`src/rtl/nibble_serial_adder_ctrl.sv`:
```
`timescale 1ns/1ps
// nibble_serial_adder_ctrl
// Adds two W-bit two's-complement operands over NIBBLES cycles. One 4-bit
// ripple-carry adder built from full_adder cells is reused once per nibble,
// LSB first, and a registered carry links the nibbles.
// Optional feature: define ADDER_SUB_EN to add the `sub` port (A - B).

// Single-bit full adder cell; four of these form the shared nibble adder.
module full_adder (
  input  logic a_i,
  input  logic b_i,
  input  logic c_i,
  output logic s_o,
  output logic c_o
);
  assign s_o = a_i ^ b_i ^ c_i;
  assign c_o = (a_i & b_i) | (c_i & (a_i ^ b_i));
endmodule

// state | meaning
// IDLE  | waiting for start
// RUN   | one nibble per cycle, nibble index in idx_q
// DONE  | result published, done pulse; start accepted again here
module nibble_serial_adder_ctrl #(
  parameter int NIBBLES = 4
) (
  input  logic                 clk,
  input  logic                 rst_n,
  input  logic                 start,
  input  logic [4*NIBBLES-1:0] a,
  input  logic [4*NIBBLES-1:0] b,
`ifdef ADDER_SUB_EN
  input  logic                 sub,
`endif
  output logic                 busy,
  output logic                 done,
  output logic [4*NIBBLES-1:0] sum,
  output logic                 cout,
  output logic                 v
);
  localparam int W  = 4 * NIBBLES;
  localparam int IW = (NIBBLES > 1) ? $clog2(NIBBLES) : 1;
  localparam logic [IW-1:0] LAST = IW'(NIBBLES - 1);

  typedef enum logic [1:0] {
    S_IDLE = 2'd0,
    S_RUN  = 2'd1,
    S_DONE = 2'd2
  } state_t;

  state_t        state_q, state_d;
  logic [IW-1:0] idx_q, idx_d;
  logic          carry_q, carry_d;
  logic [W-1:0]  a_q, a_d;
  logic [W-1:0]  b_q, b_d;
  logic [W-1:0]  shadow_q, shadow_d;
  logic [W-1:0]  sum_q, sum_d;
  logic          cout_q, cout_d;
  logic          v_q, v_d;
  logic          carry_init;

  logic [3:0]    nib_a, nib_b, nib_s;
  logic [4:0]    nib_c;

  assign nib_a = a_q[{idx_q, 2'b00} +: 4];

`ifdef ADDER_SUB_EN
  logic sub_q, sub_d;
  // Subtraction is A + ~B + 1: invert the B nibble and seed the carry with 1.
  assign nib_b      = b_q[{idx_q, 2'b00} +: 4] ^ {4{sub_q}};
  assign carry_init = sub;
`else
  assign nib_b      = b_q[{idx_q, 2'b00} +: 4];
  assign carry_init = 1'b0;
`endif

  assign nib_c[0] = carry_q;

  for (genvar g = 0; g < 4; g++) begin : g_fa
    full_adder u_fa (
      .a_i (nib_a[g]),
      .b_i (nib_b[g]),
      .c_i (nib_c[g]),
      .s_o (nib_s[g]),
      .c_o (nib_c[g+1])
    );
  end

  // Next-state logic: operand capture, nibble commit and result publish.
  always_comb begin
    state_d  = state_q;
    idx_d    = idx_q;
    carry_d  = carry_q;
    a_d      = a_q;
    b_d      = b_q;
    shadow_d = shadow_q;
    sum_d    = sum_q;
    cout_d   = cout_q;
    v_d      = v_q;
`ifdef ADDER_SUB_EN
    sub_d    = sub_q;
`endif
    case (state_q)
      S_RUN: begin
        shadow_d[{idx_q, 2'b00} +: 4] = nib_s;
        carry_d = nib_c[4];
        if (idx_q == LAST) begin
          // Last nibble: publish the shadow including this nibble's result.
          sum_d   = shadow_d;
          cout_d  = nib_c[4];
          v_d     = nib_c[3] ^ nib_c[4];
          state_d = S_DONE;
        end else begin
          idx_d = idx_q + 1'b1;
        end
      end
      default: begin
        // IDLE and DONE behave identically towards start.
        state_d = S_IDLE;
        if (start) begin
          a_d     = a;
          b_d     = b;
          idx_d   = '0;
          carry_d = carry_init;
          state_d = S_RUN;
`ifdef ADDER_SUB_EN
          sub_d   = sub;
`endif
        end
      end
    endcase
  end

  // State and datapath registers; reset aborts any operation in flight.
  always_ff @(posedge clk or negedge rst_n) begin
    if (!rst_n) begin
      state_q  <= S_IDLE;
      idx_q    <= '0;
      carry_q  <= 1'b0;
      a_q      <= '0;
      b_q      <= '0;
      shadow_q <= '0;
      sum_q    <= '0;
      cout_q   <= 1'b0;
      v_q      <= 1'b0;
`ifdef ADDER_SUB_EN
      sub_q    <= 1'b0;
`endif
    end else begin
      state_q  <= state_d;
      idx_q    <= idx_d;
      carry_q  <= carry_d;
      a_q      <= a_d;
      b_q      <= b_d;
      shadow_q <= shadow_d;
      sum_q    <= sum_d;
      cout_q   <= cout_d;
      v_q      <= v_d;
`ifdef ADDER_SUB_EN
      sub_q    <= sub_d;
`endif
    end
  end

  assign busy = (state_q == S_RUN);
  assign done = (state_q == S_DONE);
  assign sum  = sum_q;
  assign cout = cout_q;
  assign v    = v_q;

endmodule

```
`config.mk`:
```
export PLATFORM = sky130hd
export DESIGN_NAME = nibble_serial_adder_ctrl
export DESIGN_NICKNAME = d
export VERILOG_FILES = /design/src/rtl/nibble_serial_adder_ctrl.sv
export SDC_FILE = /design/constraint.sdc
export NUM_CORES = 1
export LEC_CHECK = 0
export BUFFER_PORTS_ARGS = -buffer_cell sky130_fd_sc_hd__clkbuf_2
export CAP_MARGIN = 0
export CORE_MARGIN = 3
export CORE_UTILIZATION = 40
export CTS_BUF_LIST = sky130_fd_sc_hd__clkbuf_8
export DETAILED_ROUTE_END_ITERATION = 7
export PLACE_DENSITY = 0.6
export SLEW_MARGIN = 30
export SYNTH_ARGS = -nofsm -noshare
export SYNTH_HDL_FRONTEND = slang
export SYNTH_SLANG_ARGS = --single-unit
```
`constraint.sdc`:
```
create_clock -name clk -period 2.9 [get_ports clk]
set_input_delay 0.58 -clock clk [delete_from_list [all_inputs] [get_ports clk]]
set_output_delay 0.58 -clock clk [all_outputs]
set_load 0.01 [all_outputs]
```
; ---- After elaboration in Yosys (flattened, before gate mapping)
; Index checks and enable logic that the tools add are counted.
[word_totals]
ff_bits = 71
latchBits = 0
ramBits = 0
romBits = 0
in_bits = 35
output_inout_bits = 20
wordCells = 55
memories = 0
[classes]
addsub = 2
mul = 0
div_mod_pow = 0
magnitude_cmp = 0
n_eq_ne = 5
shift = 4
mux = 9
bitwise_logic = 22
reduce_logical = 4
[ops]
columns = cell, n
row1 = $shiftx A16 B5 Y4, 2
row2 = $bwmux W16, 1
row3 = $shift A4 B6 Y16 const A, 1
row4 = $shiftx A4 B6 Y16, 1
row5 = $mux W2, 5
row6 = $xor A1 B1 Y1, 9
row7 = $and A1 B1 Y1, 8
row8 = $neg A4 Y6, 1
row9 = $reduce_and A2 Y1, 3
row10 = $eq A2 B2 Y1 const B, 2
row11 = $or A1 B1 Y1, 4
row12 = $mux W1, 3
row13 = $add A2 B1 Y2 const B, 1
row14 = $eq A2 B1 Y1 const B, 1
row15 = $ne A2 B1 Y1 const B, 1
row16 = $ne A2 B2 Y1 const B, 1
row17 = $reduce_bool A2 Y1, 1
row18 = $not A1 Y1, 1

; ---- Logic depth before layout (Yosys ltp)
[depth]
word_depth = 11
ltp_mapped = 12
ltp_nobuf = 10

; ---- Modules after synthesis
; A second synthesis with hierarchy kept.
[unflattened]
cells_unflattened = 226
hier_area_um2 = 3208.1
[modules_own_cells]
columns = module, n_inst, cells_each, area_each_um2, seq_area_each_um2
row1 = nibble_serial_adder_ctrl, 1, 222, 3128.0, 1676.6
row2 = full_adder, 4, 1, 20.0, 0.0

; ---- Worst setup path after synthesis
; No wires, ideal clock.
[synth_timing]
kind = reg2reg
startpoint = reg idx_q[0]
endpoint = reg shadow_q[7]
setup_ps = 121
arrival_ps = 2868
required_time_ps = 2779
setup_slack_ps = -89
path_stages_with_launch = 13
n_path_buf = 2
period_less_slack_ps = 2989
path_cell_list = dfrtp_1 buf_6 buf_12 mux4_2 inv_1 fa_1 inv_1 fa_1 inv_1 fa_1 fa_1 nor2_1 a22o_1
[synth_between]
elab_chain_cells = 11
elab_cells_between_ends = 23
classes_between = 1 x add/sub / 4 x shift / 1 x mux / 17 x bitwise
[synth_lines]
columns = item, line_no
row1 = from (decl), 52  ; logic [IW-1:0] idx_q, idx_d;
row2 = from (signal assigned), 151  ; idx_q <= idx_d;
row3 = "$shiftx A16 B5 Y4, on equally long branches", "65, 73"
row4 = $xor A1 B1 Y1, "16, 17"
row5 = $and A1 B1 Y1, 17  ; assign c_o = (a_i & b_i) | (c_i & (a_i ^ b_i));
row6 = $or A1 B1 Y1, 17
row7 = $and A1 B1 Y1, 17
row8 = $or A1 B1 Y1, 17
row9 = $and A1 B1 Y1, 17
row10 = $or A1 B1 Y1, 17
row11 = $xor A1 B1 Y1, 16  ; assign s_o = a_i ^ b_i ^ c_i;
row12 = $shiftx A4 B6 Y16, 105  ; shadow_d[{idx_q, 2'b00} +: 4] = nib_s;
row13 = $bwmux W16 (*), 105
row14 = to (signal assigned), 155  ; shadow_q <= shadow_d;
row15 = to (decl), 56  ; logic [W-1:0] shadow_q, shadow_d;
; Every way passes the cells marked *; elsewhere a longest branch is shown, timed or not.
; A chain may end at the register's enable or synchronous reset.

; ---- Final worst setup path
[layout_timing]
startpoint = reg idx_q[0]
endpoint = reg shadow_q[11]
; Same word-level chain as after synthesis.

==> metrics.txt <==
CP bufs+invs=3; clock latency on the worst-skew pair=0.34 ns; sequential fraction of design power=0.310; initial core utilization=0.421; Peak VDD IR=652 uV; Comb pwr share=0.545; 1st-pass router iterations=4; area delta synth->final=18.0%; Cells after DPL=405; run status=finished, final reports clean; Worst Setup Start Kind=flop; cells taking the most area after synthesis=dfrtp_1 (53%), mux2_2 (9.8%), mux4_2 (4.1%); Ant. Diodes=0; worst rel slew slack=0.512; Syn Nets=296; Detail Route Antenna Nets=0; Worst EP required=3.14 ns; proportion of layout cells with a drive suffix above 1=0.409; total power=5.47 mW; NumNets Final=360; Worst Setup Slack, final=0.0747 ns; Sw Ratio=0.385; total gr overflow=0; Reg clk slew, reported paths=0.08 ns; final wirelength=6.61 mm; Critical Path AT=3.06 ns; fmax=354 MHz; Pwr per Cell Area=1400 nW/um^2; Pleak=1.79 nW; Post-Synthesis Cells=251; Final Util=0.497; Tot GR Track Use=0.151; die area=9440 um^2; core area=7890 um^2; cell taking the most area after synthesis=dfrtp_1; Synth cell types=35; final period utilization=0.974; Hold Path Class=primary input to asynchronous set/reset pin; die width=97.2 um; Die Ht=97.2 um; total number of vias=2,172; Seq cells post-synth=71; Setup TNS Final=0 ns; initial antenna violation count=0; Design Area, Final=3920 um^2; synthesized area=3320 um^2; share of total power in the clock network=0.145; critical path type=flop to flop; Mean Syn Cell Area=13.2 um^2; Cell Chain, Critical Path=mux4_2, inv_2, fa_2, inv_2, fa_2, inv_2, fa_2, fa_2, nor2_4, a22o_1; # IOs=55; via/cell ratio=5.15; CP peak stage delay=0.61 ns; gp weighted congestion=0.775; NetSw=2.11 mW; clk root buf=clkbuf_8; H-tree depth=3; IO Port Bufs=54; # DRC=0; CTS tree=built; RSZ-0062 raised after global routing=true; WL met1=2.97 mm; Crit-path slowest cell=fa_2; WL met3=338 um; Yosys top cell area share=0.534; highest metal layer with signal wires=met4; Iter 0 DRT Violations=73; pin count of the biggest net entering global routing=72; CTS Sinks=71; Crit Path Max Fanout=5; DR WL met2=3.19 mm; WHS=0.257 ns; routed wire length per instance=15.7 um; Least-Margin Pin Slew=0.730 ns; first-pass GRT wire length=11.5 mm; final setup violation count=0; Final HPWL DP=4.76 mm; Layout Cells excl Fill=422; warnings from Yosys=0; Setup WS pre-CTS=-0.00680 ns; crit end category=flop; sequential-to-total area share from yosys stat=0.534; Clock Skew=0.0105 ns; Placed Instance Area=3710 um^2; MaxCap Viol Count=0; Fin. Hold Viols=0; CP delay by family, top=adder cells; Cell Rows=32; Max clock buf depth=2; vias in the first global route=2,237; clock buffer count from CTS=9; cell-internal power=3.37 mW; fin. max-slew vios=0; crit path time final=2.83 ns; most used cell, CP=fa_2
routing by layer:
| layer | vias to the layer above | track usage |
|---|---|---|
| met5 | - | 0 |
| met4 | 0 | 0.0572 |
| met3 | 13 | 0.0345 |
| met2 | 66 | 0.236 |
| met1 | 1073 | 0.206 |
| li1 | 1020 | - |
final cells by class:
type / count / area, um^2
clock inverter: 6 / 61.3
sequential: 71 / 1780
multi-input combinational: 150 / 1390
tap: 102 / 128
clock buffer: 10 / 138
timing repair buffer: 65 / 365
fill: 714 / 3970
inverter: 18 / 67.6
flip-flops by register name, summed over array words and instances, names as in the netlist:
name	flops
cout	1
carry_q	1
a_q	16
v	1
sum	16
state_q	2
shadow_q	16
b_q	16
idx_q	2
cell families after synthesis:
| logic type | count (synthesis) | share of synthesized area |
|---|---|---|
| flops | 71 | 0.534 |
| simple gates | 54 | 0.0960 |
| mux | 43 | 0.175 |
| compound gates | 42 | 0.0922 |
| buf+inv | 30 | 0.0531 |
| fa+ha+maj | 10 | 0.0467 |
| xor+xnor | 1 | 0.00264 |
final timing paths:
path                       cells after the start                     from  slack (ns)                  endpoint
setup reg to reg                              10     idx_q[0]$_DFFE_PN0P_        0.07  shadow_q[11]$_DFFE_PN0P_
min in group clk                               2                    a[13]        0.44       a_q[13]$_DFFE_PN0P_
max in group asynchronous                      2                    rst_n        2.34      idx_q[0]$_DFFE_PN0P_
setup / recovery                              10     idx_q[0]$_DFFE_PN0P_        0.07  shadow_q[11]$_DFFE_PN0P_
hold reg to reg                                1  shadow_q[5]$_DFFE_PN0P_        0.49   shadow_q[5]$_DFFE_PN0P_
hold / removal                                 2                    rst_n        0.26        sum[6]$_DFFE_PN0P_
cells in the mapped netlist (all sizes together):
library cell / count
mux2: 32
nor2: 17
nand2: 5
dfrtp: 71
a32o: 4
a21oi: 9
o22ai: 1
clkbuf: 2
nand2b: 20
o21ai: 1
mux2i: 3
ha: 6
a22o: 12
nand3: 1
o21a: 3
nor2b: 5
fa: 4
xnor2: 1
and3b: 1
o221ai: 3
inv: 18
and4b: 1
a31oi: 9
nand4b: 1
and4bb: 3
buf: 10
mux4: 8
cell usage in the layout, fill, tap and decap left out, drive strengths merged, types with 3 or more instances in the layout:
master	count
o21a	3
clkbuf	63
mux2i	3
nor2b	5
mux2	32
mux4	8
a21oi	9
and4bb	3
ha	6
nand2b	20
a32o	4
inv	19
a22o	12
nand2	5
fa	4
nor2	17
clkinvlp	3
buf	12
o221ai	3
a31oi	9
dfrtp	71
timing repair:
action | 4_1_cts | 5_1_grt
resized for setup | 1 | 5
buffers inserted | 0 | 1
pin swaps | 1 | 8
endpoints found under the setup margin | 4 | 8
hold buffers | 0 | 0
power by group through the flow:
stage	Sequential (mW)	Clock [mW]	Combinational (mW)
2_1_floorplan	1.71	0	2.02
3_3_place_gp	1.71	0	2.90
3_5_place_dp	1.72	0	2.94
4_1_cts	1.70	0.809	2.96
5_1_grt	1.77	0.870	3.31
6_report	1.70	0.795	2.98
No activity file was read; power rests on OpenSTA's default activity.
